==> src/rtl/servo_duty_ramp_if.sv <==
// servo_duty_ramp_if
//   Command-side bundle between the switch/hold sources and the duty ramp,
//   and the ramp's status/duty outputs toward pwm_generator.
//   sw          raw asynchronous switch bank (requested duty)
//   hold        1 = freeze the ramp in place
//   duty        slewed duty command
//   busy        1 while a ramp is in progress
//   at_target   1 when duty equals the debounced, clamped target
//   step_pulse  one-cycle pulse on every duty change
//   Modports: master drives sw/hold and observes the rest; slave is the ramp.
interface servo_duty_ramp_if;
    logic [3:0] sw;
    logic       hold;
    logic [3:0] duty;
    logic       busy;
    logic       at_target;
    logic       step_pulse;

    modport master (
        output sw, hold,
        input  duty, busy, at_target, step_pulse
    );

    modport slave (
        input  sw, hold,
        output duty, busy, at_target, step_pulse
    );
endinterface

==> src/rtl/servo_duty_ramp.sv <==
// servo_duty_ramp
//   Command stage ahead of pwm_generator. Synchronises and debounces the 4-bit
//   switch bank, clamps it to [DUTY_MIN, DUTY_MAX] to form the target, then
//   slews duty toward the target one LSB every STEP_CYCLES clocks so the servo
//   never jumps.
//   Ports:
//     clk   system clock
//     rst   synchronous reset, active-high
//     bus   servo_duty_ramp_if.slave (sw, hold in; duty, busy, at_target,
//           step_pulse out)
module servo_duty_ramp #(
    parameter int unsigned DEBOUNCE_CYCLES = 500000,
    parameter int unsigned STEP_CYCLES     = 5000000,
    parameter logic [3:0]  DUTY_MIN        = 4'd2,
    parameter logic [3:0]  DUTY_MAX        = 4'd12,
    parameter logic [3:0]  DUTY_RESET      = 4'd7
) (
    input  logic              clk,
    input  logic              rst,
    servo_duty_ramp_if.slave  bus
);

    localparam int DEB_W  = (DEBOUNCE_CYCLES > 1) ? $clog2(DEBOUNCE_CYCLES) : 1;
    localparam int STEP_W = (STEP_CYCLES > 1) ? $clog2(STEP_CYCLES) : 1;
    localparam logic [DEB_W-1:0]  DEB_LAST  = DEB_W'(DEBOUNCE_CYCLES - 1);
    localparam logic [STEP_W-1:0] STEP_LAST = STEP_W'(STEP_CYCLES - 1);

    typedef enum logic [1:0] {
        IDLE = 2'd0,
        UP   = 2'd1,
        DOWN = 2'd2
    } state_e;

    function automatic logic [3:0] clamp(input logic [3:0] x);
        if (x < DUTY_MIN)      return DUTY_MIN;
        else if (x > DUTY_MAX) return DUTY_MAX;
        else                   return x;
    endfunction

    logic [3:0]        sync1_q, sync1_d;
    logic [3:0]        sw_s_q, sw_s_d;
    logic [3:0]        cand_q, cand_d;
    logic [DEB_W-1:0]  deb_cnt_q, deb_cnt_d;
    logic [3:0]        target_q, target_d;
    logic [3:0]        duty_q, duty_d;
    logic [STEP_W-1:0] step_cnt_q, step_cnt_d;
    state_e            state_q, state_d;
    logic              busy_q, busy_d;
    logic              at_target_q, at_target_d;
    logic              step_pulse_q, step_pulse_d;

    // Synchroniser and whole-vector debounce. Any bit change restarts the
    // stability count; once stable, the clamped candidate is (re)loaded into
    // target every cycle with the counter parked at its last value.
    always_comb begin
        // NOTE: every combinational output gets a default first so no path
        // leaves it unassigned, which would otherwise infer a latch.
        sync1_d   = bus.sw;
        sw_s_d    = sync1_q;
        cand_d    = cand_q;
        deb_cnt_d = deb_cnt_q;
        target_d  = target_q;
        if (sw_s_q != cand_q) begin
            cand_d    = sw_s_q;
            deb_cnt_d = '0;
        end else if (deb_cnt_q == DEB_LAST) begin
            target_d = clamp(cand_q);
        end else begin
            deb_cnt_d = deb_cnt_q + 1'b1;
        end
    end

    // Ramp FSM: compares against the registered target each cycle.
    always_comb begin
        state_d      = state_q;
        duty_d       = duty_q;
        step_cnt_d   = step_cnt_q;
        step_pulse_d = 1'b0;
        case (state_q)
            IDLE: begin
                if (target_q > duty_q) begin
                    state_d    = UP;
                    step_cnt_d = '0;
                end else if (target_q < duty_q) begin
                    state_d    = DOWN;
                    step_cnt_d = '0;
                end
            end
            UP, DOWN: begin
                // hold freezes everything in the ramp, including reaction to
                // a target change; it is re-evaluated once hold drops.
                if (!bus.hold) begin
                    if (target_q == duty_q) begin
                        state_d = IDLE;
                    end else if ((state_q == UP) != (target_q > duty_q)) begin
                        // Direction reversal: restart the step interval.
                        state_d    = (target_q > duty_q) ? UP : DOWN;
                        step_cnt_d = '0;
                    end else if (step_cnt_q == STEP_LAST) begin
                        duty_d       = (state_q == UP) ? duty_q + 4'd1 : duty_q - 4'd1;
                        step_cnt_d   = '0;
                        step_pulse_d = 1'b1;
                        if (duty_d == target_q) state_d = IDLE;
                    end else begin
                        step_cnt_d = step_cnt_q + 1'b1;
                    end
                end
            end
            default: state_d = IDLE;
        endcase
        // Status flags are registered from next-state values so they line up
        // with the duty/target they describe.
        busy_d      = (state_d != IDLE);
        at_target_d = (duty_d == target_d);
    end

    always_ff @(posedge clk) begin
        // NOTE: sequential state uses non-blocking assignments so every flop
        // samples the pre-edge values regardless of statement order.
        if (rst) begin
            sync1_q      <= '0;
            sw_s_q       <= '0;
            cand_q       <= '0;
            deb_cnt_q    <= '0;
            target_q     <= DUTY_RESET;
            duty_q       <= DUTY_RESET;
            step_cnt_q   <= '0;
            state_q      <= IDLE;
            busy_q       <= 1'b0;
            at_target_q  <= 1'b1;
            step_pulse_q <= 1'b0;
        end else begin
            sync1_q      <= sync1_d;
            sw_s_q       <= sw_s_d;
            cand_q       <= cand_d;
            deb_cnt_q    <= deb_cnt_d;
            target_q     <= target_d;
            duty_q       <= duty_d;
            step_cnt_q   <= step_cnt_d;
            state_q      <= state_d;
            busy_q       <= busy_d;
            at_target_q  <= at_target_d;
            step_pulse_q <= step_pulse_d;
        end
    end

    assign bus.duty       = duty_q;
    assign bus.busy       = busy_q;
    assign bus.at_target  = at_target_q;
    assign bus.step_pulse = step_pulse_q;

endmodule

==> src/flat_wrapper.sv <==
// flat-port wrapper written by rule: the top's interface ports become plain ports
module servo_duty_ramp_flat 
#(
    parameter int unsigned DEBOUNCE_CYCLES = 500000,
    parameter int unsigned STEP_CYCLES     = 5000000,
    parameter logic [3:0]  DUTY_MIN        = 4'd2,
    parameter logic [3:0]  DUTY_MAX        = 4'd12,
    parameter logic [3:0]  DUTY_RESET      = 4'd7
)
  (clk, rst, bus_sw, bus_hold, bus_duty, bus_busy, bus_at_target, bus_step_pulse);
  servo_duty_ramp_if bus_i ();
  input  logic clk;
  input  logic rst;
  input wire logic [$bits(bus_i.sw)-1:0] bus_sw;
  input wire logic [$bits(bus_i.hold)-1:0] bus_hold;
  output wire logic [$bits(bus_i.duty)-1:0] bus_duty;
  output wire logic [$bits(bus_i.busy)-1:0] bus_busy;
  output wire logic [$bits(bus_i.at_target)-1:0] bus_at_target;
  output wire logic [$bits(bus_i.step_pulse)-1:0] bus_step_pulse;
  assign bus_i.sw = bus_sw;
  assign bus_i.hold = bus_hold;
  assign bus_duty = bus_i.duty;
  assign bus_busy = bus_i.busy;
  assign bus_at_target = bus_i.at_target;
  assign bus_step_pulse = bus_i.step_pulse;
  servo_duty_ramp #(.DEBOUNCE_CYCLES(DEBOUNCE_CYCLES), .STEP_CYCLES(STEP_CYCLES), .DUTY_MIN(DUTY_MIN), .DUTY_MAX(DUTY_MAX), .DUTY_RESET(DUTY_RESET)) u_core (.clk(clk), .rst(rst), .bus(bus_i));
endmodule
==> config.mk <==
export PLATFORM = sky130hd
export DESIGN_NAME = servo_duty_ramp_flat
export DESIGN_NICKNAME = d
export VERILOG_FILES = /design/src/rtl/servo_duty_ramp_if.sv /design/src/rtl/servo_duty_ramp.sv /design/src/flat_wrapper.sv
export SDC_FILE = /design/constraint.sdc
export NUM_CORES = 1
export LEC_CHECK = 0
export CAP_MARGIN = 20
export CORE_MARGIN = 5
export CORE_UTILIZATION = 55
export DETAILED_ROUTE_END_ITERATION = 8
export GPL_TIMING_DRIVEN = 0
export HOLD_SLACK_MARGIN = 0.1
export PLACE_DENSITY = 0.77
export SYNTH_ARGS = -nofsm -noshare
export SYNTH_HDL_FRONTEND = slang
export SYNTH_SLANG_ARGS = --single-unit
==> constraint.sdc <==
create_clock -name clk -period 3.4 [get_ports clk]
set_input_delay 0.34 -clock clk [delete_from_list [all_inputs] [get_ports clk]]
set_output_delay 0.34 -clock clk [all_outputs]
set_load 0.05 [all_outputs]
==> results by group, run 1 <==
Run status
  • Status: completed

Timing
  • Slew HR: 58.87%
  • Final Hold Fails: 0
  • Sum Neg Setup Slack: 0 ns
  • Worst hold slack: 0.4395 ns
  • RSZ-0062 raised after global routing: no
  • Fmax: between 300 and 400 MHz
  • Clock skew: 0.01082 ns
  • Worst Max-Slew Pin Slew: slightly above 0.6 ns
  • Fin. max-slew vios: 0
  • Tmin final: between 2 and 3 ns
  • Fin crit share: 87.68%
  • Setup violators final: 0

Route
  • Remaining antenna violation count: 0
  • Vias/cell: 5.722
  • Routed WL: just over 7 mm
  • Via Count: 2878
  • Routed len/inst: 14.05 um
  • First-pass DRT Iterations: 4
  • DRC Markers: 0
  • Drt initial violations: around 190

Clocking
  • CTS clock-pin slew for the worst setup and hold paths: 0.07 ns
  • Skew-Pair Late Insertion Delay: 0.33 ns
  • Clk sinks: 67
  • # H-tree levels: 3
  • # Post-CTS Setup Buffers: 0
  • PostCTS Resize Cnt: 0
  • Inserted Clock Buffers: 9
  • Root Buffer: clkbuf_8
  • Hold_buf cts: 0
  • CTS tree: built
  • Clock buffer depth: 2

Placed design
  • Placed cell count: 488
  • Detailed placement HPWL: 5.031 mm
  • Buffers on Ports: 13
  • GPL Wtd Cong: around 0.91

Pwr
  • Maximum VDD drop: 216.8 uV
  • PD cells: 374.6 mW/mm^2
  • Pleak: approximately 1.3 nW

Critical path
  • Critical Path RT: 3.67 ns
  • Worst Setup End Kind: flop
  • Crit Path Class: reg -> reg
  • Worst path arrival time: 3.25 ns
  • Setup crit start kind: flop
  • Crit Path Max Fanout: 9

Synth
  • Top cells by count, synth: dfxtp_1 (67), nor2_1 (49), nand2_1 (35), xnor2_1 (31), xor2_1 (19)
  • Post-synth EDFFs: 0
  • Synthesized flop and latch total: 67
  • Seq/Total Area, Yosys: 38.73%
  • Yosys warning total: 0
  • Mean Syn Cell Area: 8.702 sq um
  • Async SR Flop Fraction: 0%
  • Syn_nets: 417
  • Synth area leader: dfxtp_1
  • Synth area leaders: dfxtp_1 (39%), xnor2_1 (7.8%), nor2_1 (5.3%)
  • Unique masters post-synth: 57
  • Main flop type after synthesis: dfxtp_1
  • Syn Inst Count: 398
  • Most common cell in the netlist: dfxtp_1
  • Top cell type's share of synthesized area: around two fifths
  • Post-synthesis cell area: 0.003463 sq mm

Global route
  • Largest net degree at the start of global routing: 11
  • Vias in the first global route: 2649
  • First-pass GRT wire length: 12.16 mm
  • Total track usage: 19.33%
  • Initial antenna violation count: 0
  • Total grt overflow: 0

Floorplan
  • Die Y-Extent: just under 90 um
  • Core Region: 0.006241 sq mm
  • Die X: 89.36 um
  • Initial Util: 55.49%
  • I/O pins: 14
  • Die ar.: 0.007984 sq mm
  • Rows: 29

Final layout
  • ANT cells: 0
  • Fillers: 561
  • Synth-to-Final Area Change: 11.71%
  • Share of layout cells above drive strength 1: 6.808%
  • Final cell count without fillers: 503
  • Final net count: 441

Worst hold path
  • Worst hold path class: reg -> reg

Flow run
  • Maxcap violations: 0
==> kinds of logic (layout without fill, tap and decap cells) <==
| logic type | Yosys count | after routing | synth area share, % |
|---|---|---|---|
| buffers and inverters | 22 | 50 | 2.421 |
| flip-flops | 67 | 67 | 38.73 |
| AND/OR/NAND/NOR | 193 | 193 | 30.09 |
| AO/OA/AOI/OAI | 50 | 50 | 10.41 |
| multiplexers | 4 | 4 | 1.156 |
| adder cells (fa/ha/maj) | 12 | 12 | 4.552 |
| XOR/XNOR | 50 | 50 | 12.64 |
==> area by class of cell <==
class / count / area (sq um) / area share (%)
Clock buffer: 13 / 168.9 / 4.366
Inverter: 10 / 37.54 / 0.9702
Multi-Input combinational cell: 309 / 2038 / 52.68
Clock inverter: 2 / 10.01 / 0.2587
Timing Repair Buffer: 13 / 130.1 / 3.364
Tap cell: 77 / 96.34 / 2.490
Buffer: 12 / 46.29 / 1.197
Sequential cell: 67 / 1341 / 34.67
==> metrics by stage <==
step | instance area (sq um) | setup WS [ns] | total power, mW | util (%)
final | 3869 | 0.4189 | 1.449 | 61.99
after global routing | 3869 | 0.2462 | 1.508 | 61.99
after CTS | 3869 | 0.4364 | 1.457 | 61.99
after detailed placement | 3690 | 0.4513 | 0.8629 | 59.12
after global placement | 3690 | 0.4777 | 0.8615 | 59.12
after floorplan | 3463 | 0.2359 | 0.8451 | -
==> layout by cell type, fill, tap and decap left out, drive strengths merged, types with 3 or more instances in the layout <==
cell           netlist  final
dfxtp               67     67
nor2                49     49
nand2               35     35
xnor2               31     31
clkbuf              11     24
xor2                19     19
nand3               18     18
a21oi               18     18
nor2b               14     14
clkdlybuf4s50        0     13
and3                12     12
nand4               12     12
ha                  11     11
inv                 10     10
nor4                 9      9
nor3                 6      6
o21ai                6      6
or4                  5      5
o31ai                5      5
nor4b                4      4
and2                 4      4
mux2i                4      4
or3                  4      4
or2                  4      4
o211ai               4      4
nor3b                3      3
o21a                 3      3
or4b                 3      3
==> worst paths after layout <==
check                startpoint  slack, ns                     to  depth (start not counted)
max          u_core.bus.duty[1]       0.42  u_core.step_cnt_q[11]                         10
min            u_core.sw_s_d[1]       0.44       u_core.sw_s_q[1]                          1
max reg2reg  u_core.bus.duty[1]       0.42  u_core.step_cnt_q[11]                         10
min reg2reg    u_core.sw_s_d[1]       0.44       u_core.sw_s_q[1]                          1
==> registers in the layout (all words and copies together), names as in the netlist, 2 cells and up <==
register and cells:
u_core.sw_s_q 4, u_core.bus.duty 4, u_core.cand_q 4, u_core.target_q 4, u_core.deb_cnt_q 19, u_core.state_q 2, u_core.sw_s_d 4, u_core.step_cnt_q 23
==> layer usage <==
layer  routed length (um)  up-vias  track usage (%)
met1                 3417     1341            27.18
li1                     -     1453                -
met2                 3122       71            28.80
met4                   94        0            6.089
met5                    0        -                0
met3                  432       13            5.161
==> power breakdown <==
part | internal (mW) | switching, mW | total, mW
combinational | 0.0193 | 0.0279 | 0.0472
sequential | 0.792 | 0.00536 | 0.798
clock | 0.319 | 0.286 | 0.604
total | 1.13 | 0.319 | 1.45
==> critical path, stage by stage (launching register included) <==
cell and delay (ns):
dfxtp_1 0.38, inv_1 0.12, ha_1 0.34, nor2b_4 0.14, o211ai_4 0.27, a21oi_2 0.12, o21a_4 0.25, or4_1 0.49
buf_2 0.18, or4b_4 0.49, a21oi_2 0.14
Note: power is estimated with default switching activity, not from simulation.
==> run 2, diff against run 1 <==
--- a/config.mk
+++ b/config.mk
@@ -5,13 +5,14 @@
 export SDC_FILE = /design/constraint.sdc
 export NUM_CORES = 1
 export LEC_CHECK = 0
+export ABC_AREA = 0
 export CAP_MARGIN = 20
 export CORE_MARGIN = 5
 export CORE_UTILIZATION = 55
 export DETAILED_ROUTE_END_ITERATION = 8
 export GPL_TIMING_DRIVEN = 0
 export HOLD_SLACK_MARGIN = 0.1
-export PLACE_DENSITY = 0.77
+export PLACE_DENSITY = 0.73
 export SYNTH_ARGS = -nofsm -noshare
 export SYNTH_HDL_FRONTEND = slang
 export SYNTH_SLANG_ARGS = --single-unit
==> run 2 against run 1 <==
Combinational power hardly changed. Sequential power barely moved. Critical path type unchanged. Final area increased by 0.97%. Worst setup slack worse by 0.0073 ns. Maximum frequency decreased by 0.25%. Sequential share of layout area is 0.33 points lower. Cell count is 0.20% higher. Flip-flop and latch count unchanged. Non-clock buffer count is the same. Register-to-register slack hardly changed. Via count decreased by 1.3%. Total power is 7.8% higher.
==> results by group, run 2 (same netlist as run 1, synthesis figures left out) <==
Final layout
  • Design Area, Final: 0.003906 sq mm
  • Most frequent cells in the layout: dfxtp_1 (67), nor2_1 (49), nand2_1 (35), xnor2_1 (31), xor2_1 (19)
  • Final net count: 441
  • Max reg flops: 23
  • Top Registers: u_core.step_cnt_q: 23 flops, u_core.deb_cnt_q: 19 flops
  • Synth-to-Final Area Change: 12.79%
  • ANT cells: 0
  • Share of layout cells above drive strength 1: 7.260%
  • Most common cell after layout, fill and taps aside: dfxtp_1
  • Top reg by flops: u_core.step_cnt_q

Clocking
  • Clk sinks: 67
  • Clock buffer depth: 2
  • Hold_buf cts: 0
  • Skew-Pair Late Insertion Delay: 0.34 ns
  • PostCTS Resize Cnt: 0
  • CTS clock-pin slew for the worst setup and hold paths: ~0.070 ns
  • # H-tree levels: 3
  • # Post-CTS Setup Buffers: 0
  • Inserted Clock Buffers: 9
  • CTS tree: built
  • Root Buffer: clkbuf_8

Worst hold path
  • Worst hold start: u_core.sw_s_d[3]
  • Worst hold path class: reg -> reg

Critical path
  • Critical-path top delay cell: or4_1
  • Most frequent CP cell: a21oi_2
  • CP Cell Sequence: inv_1 > ha_1 > a21oi_2 > a21oi_2 > o21a_4 > or4_1 > buf_2 > or4b_4 > a21oi_2
  • Worst setup startpoint: u_core.bus.duty[3]
  • Crit Path Max Fanout: 9
  • Crit Reg-Reg Startpoint: u_core.bus.duty[3]
  • Crit Path Class: reg -> reg
  • Worst path arrival time: 3.26 ns
  • Largest stage delay on the critical path: 0.49 ns
  • Setup crit start kind: flop
  • Worst Setup End Kind: flop
  • Critical Path RT: ~3.7 ns

Placed design
  • Area after DPL: roughly 0.0037 sq mm
  • GPL Wtd Cong: 0.8505
  • Detailed placement HPWL: 5.118 mm
  • Buffers on Ports: 13

Run status
  • Status: completed

Timing
  • Fin crit share: 87.89%
  • Slew HR: around three fifths
  • Final Hold Fails: 0
  • Fmax: 334.6 MHz
  • Tmin final: 2.988 ns
  • RSZ-0062 raised after global routing: no
  • Sum Neg Setup Slack: 0 ns
  • Clock skew: ~0.013 ns
  • Setup violators final: 0
  • Fin. max-slew vios: 0
  • Worst Max-Slew Pin Slew: 0.6030 ns

Pwr
  • Sw Ratio: 21.86%
  • Maximum VDD drop: 251.3 uV
  • Combinational share of power: roughly 3.0%
  • Seq pwr share: 51.0%
  • Pleak: 1.353 nW
  • Clock Power Share: a little under half
  • PD cells: 400.0 mW/mm^2
  • Switching pwr: 0.3416 mW
  • Cell internal pwr: 1.221 mW

Floorplan
  • Initial Util: ~55%
  • Die ar.: roughly 0.008 sq mm
  • Rows: 29
  • Core Region: 0.006241 sq mm
  • Die Y-Extent: ~90 um
  • Die X: ~89 um
  • I/O pins: 14

Route
  • Remaining antenna violation count: 0
  • Routed WL: about 7 mm
  • Via Count: 2841
  • Drt initial violations: 185
  • Vias/cell: 5.637
  • Routed len/inst: 13.84 um
  • DRC Markers: 0
  • First-pass DRT Iterations: 4

Global route
  • First-pass GRT wire length: about 12 mm
  • Vias in the first global route: about 2600
  • Total grt overflow: 0
  • Largest net degree at the start of global routing: 13
  • Initial antenna violation count: 0
  • Total track usage: 19.34%

Flow run
  • Maxcap violations: 0
## run 2: layout make-up
cell class / instances / area [sq um]
sequential: 67 / 1341
buffer: 12 / 46.29
inverter: 10 / 37.54
fill: 553 / 2335
multi-input combinational: 309 / 2038
clock inverter: 7 / 92.59
timing repair buffer: 13 / 130.1
clock buffer: 9 / 123.9
tap: 77 / 96.34
## run 2: final timing paths
kind / to / slack, ns / cells after the start
setup reg to reg: u_core.step_cnt_q[11] / 0.41 / 9
hold reg to reg: u_core.sw_s_q[3] / 0.43 / 1
hold / removal: u_core.sw_s_q[3] / 0.43 / 1
setup / recovery: u_core.step_cnt_q[11] / 0.41 / 9
## run 2: worst max-delay path, delay by kind of cell (launching register included)
kind | cells | cell delay (ns)
AND/OR/NAND/NOR | 2 | 0.98
buffers and inverters | 2 | 0.24
flip-flops | 1 | 0.42
AO/OA/AOI/OAI | 4 | 0.92
adder cells (fa/ha/maj) | 1 | 0.38
## run 2: metal layers
| layer | part of all wire (%) | GRT usage (%) | wire length, um |
|---|---|---|---|
| met5 | 0 | 0 | 0 |
| met4 | 1.0 | 7.442 | 70 |
| met3 | 5.6 | 4.055 | 389 |
| met2 | 43 | 28.60 | 3011 |
| met1 | 50 | 27.52 | 3505 |
## run 2: power by group through the flow
stage / Sequential, mW / Clock, mW / Combinational (mW)
after global placement: 0.815 / 0 / 0.0466
after global routing: 0.798 / 0.779 / 0.0527
final: 0.797 / 0.718 / 0.0470
after floorplan: 0.814 / 0 / 0.0308
after CTS: 0.797 / 0.732 / 0.0477
after detailed placement: 0.816 / 0 / 0.0475
## run 2: stage by stage
stage	cells	utilization [%]	power (mW)	setup slack [ns]	hold WS (ns)
after global routing	504	62.59	1.629	0.2534	0.4497
final	504	62.59	1.563	0.4116	0.4341
after detailed placement	488	59.12	0.8630	0.4519	0.4204
after floorplan	398	-	0.8451	0.2359	0.4138
after CTS	504	62.59	1.577	0.4278	0.4370
after global placement	488	59.12	0.8619	0.4670	0.4184
==> run 3, diff against run 2 <==
--- a/config.mk
+++ b/config.mk
@@ -7,6 +7,7 @@
 export LEC_CHECK = 0
 export ABC_AREA = 0
 export CAP_MARGIN = 20
+export CORE_ASPECT_RATIO = 0.7
 export CORE_MARGIN = 5
 export CORE_UTILIZATION = 55
 export DETAILED_ROUTE_END_ITERATION = 8
==> run 3 against run 2 <==
Total power fell by 1.6%. Cell count grew 0.20%. Sequential power about the same. Non-clock buffer count did not move. Critical path depth increased by 1. Clock-buffer cell count is 2 higher. Worst setup slack worse by 0.054 ns. Global-route usage increased by 0.69 points. Die area up 0.31%. Critical path type unchanged. Largest cell class unchanged.
==> results by group, run 3 (same netlist as run 1, synthesis figures left out) <==
Final layout
  • Final net count: 441
  • Max reg flops: 23
  • Synth-to-Final Area Change: 12.72%
  • Share of layout cells above drive strength 1: between 7 and 8%
  • ANT cells: 0
  • Most common cell after layout, fill and taps aside: dfxtp_1
  • Top Registers: u_core.step_cnt_q: 23 flops, u_core.deb_cnt_q: 19 flops
  • Top reg by flops: u_core.step_cnt_q
  • Most frequent cells in the layout: dfxtp_1 (67), nor2_1 (49), nand2_1 (35), xnor2_1 (31), xor2_1 (19)

Route
  • First-pass DRT Iterations: 4
  • Via Count: 2891
  • Drt initial violations: 273
  • Routed len/inst: 14.93 um
  • Remaining antenna violation count: 0
  • Routed WL: roughly 7.5 mm
  • Vias/cell: approximately 5.7
  • DRC Markers: 0

Critical path
  • Worst Setup End Kind: flop
  • Setup crit start kind: flop
  • Critical Path RT: 3.67 ns
  • Worst path arrival time: 3.32 ns
  • Crit Path Max Fanout: 9
  • Crit Path Class: reg -> reg
  • Worst setup startpoint: u_core.bus.duty[1]
  • Crit Reg-Reg Startpoint: u_core.bus.duty[1]

Clocking
  • Skew-Pair Late Insertion Delay: between 0.3 and 0.4 ns
  • PostCTS Resize Cnt: 0
  • Inserted Clock Buffers: 9
  • Clk sinks: 67
  • CTS tree: built
  • Clock buffer depth: 2
  • CTS clock-pin slew for the worst setup and hold paths: 0.08 ns
  • Hold_buf cts: 0
  • Root Buffer: clkbuf_8
  • # Post-CTS Setup Buffers: 0
  • # H-tree levels: 3

Global route
  • Total track usage: between 20% and 30%
  • Largest net degree at the start of global routing: 13
  • Initial antenna violation count: 0
  • Total grt overflow: 0
  • First-pass GRT wire length: approximately 13 mm
  • Vias in the first global route: between 2000 and 3000

Placed design
  • Buffers on Ports: 13
  • GPL Wtd Cong: 0.8493
  • Detailed placement HPWL: 5.444 mm
  • Place WS: 0.4252 ns

Timing
  • Fin crit share: 89.47%
  • Worst Max-Slew Pin Slew: slightly above 0.6 ns
  • Post-route setup slack: 0.3580 ns
  • Setup violators final: 0
  • Fin. max-slew vios: 0
  • Slew HR: 59.20%
  • Clock skew: 0.006841 ns
  • RSZ-0062 raised after global routing: no
  • Fmax: 328.7 MHz
  • Tmin final: 3.042 ns
  • Sum Neg Setup Slack: 0 ns
  • Final Hold Fails: 0

Pwr
  • Pleak: approximately 1.3 nW
  • Maximum VDD drop: 221.1 uV
  • Tot Pwr: 1.538 mW
  • PD cells: 393.9 mW/mm^2

Flow run
  • Maxcap violations: 0

Floorplan
  • Rows: 24
  • Die ar.: around 0.0080 sq mm
  • Die Y-Extent: 76.39 um
  • Die X: 104.8 um
  • I/O pins: 14
  • Initial Util: 55.99%
  • Core Region: just over 0.006 sq mm

Worst hold path
  • Worst hold path class: reg -> reg
  • Worst hold start: u_core.sw_s_d[3]

Run status
  • Status: completed
==> run 3: final timing paths <==
check | depth (start not counted) | slack (ns) | endpoint
setup / recovery | 10 | 0.36 | u_core.step_cnt_q[11]
hold / removal | 1 | 0.44 | u_core.sw_s_q[3]
setup reg to reg | 10 | 0.36 | u_core.step_cnt_q[11]
hold reg to reg | 1 | 0.44 | u_core.sw_s_q[3]
==> run 3: routing by layer <==
metal,share of wire [%],up-vias,routed length [um],global-route usage (%)
met2,40,75,3002,27.01
met3,7.1,9,535,6.435
li1,-,1457,-,-
met1,52,1350,3917,30.16
met4,1.1,0,84,5.619
met5,0,-,0,0
==> run 3: area by class of cell <==
type / count / area, sq um
plain buffers: 12 / 46.29
clock buffers: 11 / 151.4
clock inverters: 5 / 61.31
fillers: 554 / 2282
inverters: 10 / 37.54
multi-input cells: 309 / 2038
flip-flops and latches: 67 / 1341
well taps: 78 / 97.59
repair buffers: 13 / 130.1
==> run 3: worst max-delay path: stages, from the launching register on <==
cell	delay [ns]
dfxtp_1	0.41
inv_1	0.13
ha_1	0.34
nor2b_4	0.14
o211ai_4	0.28
a21oi_2	0.11
o21a_4	0.25
or4_1	0.49
buf_2	0.18
or4b_4	0.49
a21oi_2	0.15
==> run 3: metrics by stage <==
step | instance area, sq um | hold WS, ns | util (%) | instances
after global routing | 3904 | 0.4609 | 63.11 | 505
after floorplan | 3463 | 0.4138 | - | 398
after CTS | 3904 | 0.4450 | 63.11 | 505
after detailed placement | 3691 | 0.4273 | 59.67 | 489
after global placement | 3691 | 0.4175 | 59.67 | 489
final | 3904 | 0.4434 | 63.11 | 505
==> run 3: where the power goes <==
group / total [mW] / internal (mW) / switching, mW
Clock: 0.692 / 0.379 / 0.312
Sequential: 0.797 / 0.792 / 0.00530
Combinational: 0.0486 / 0.0193 / 0.0292
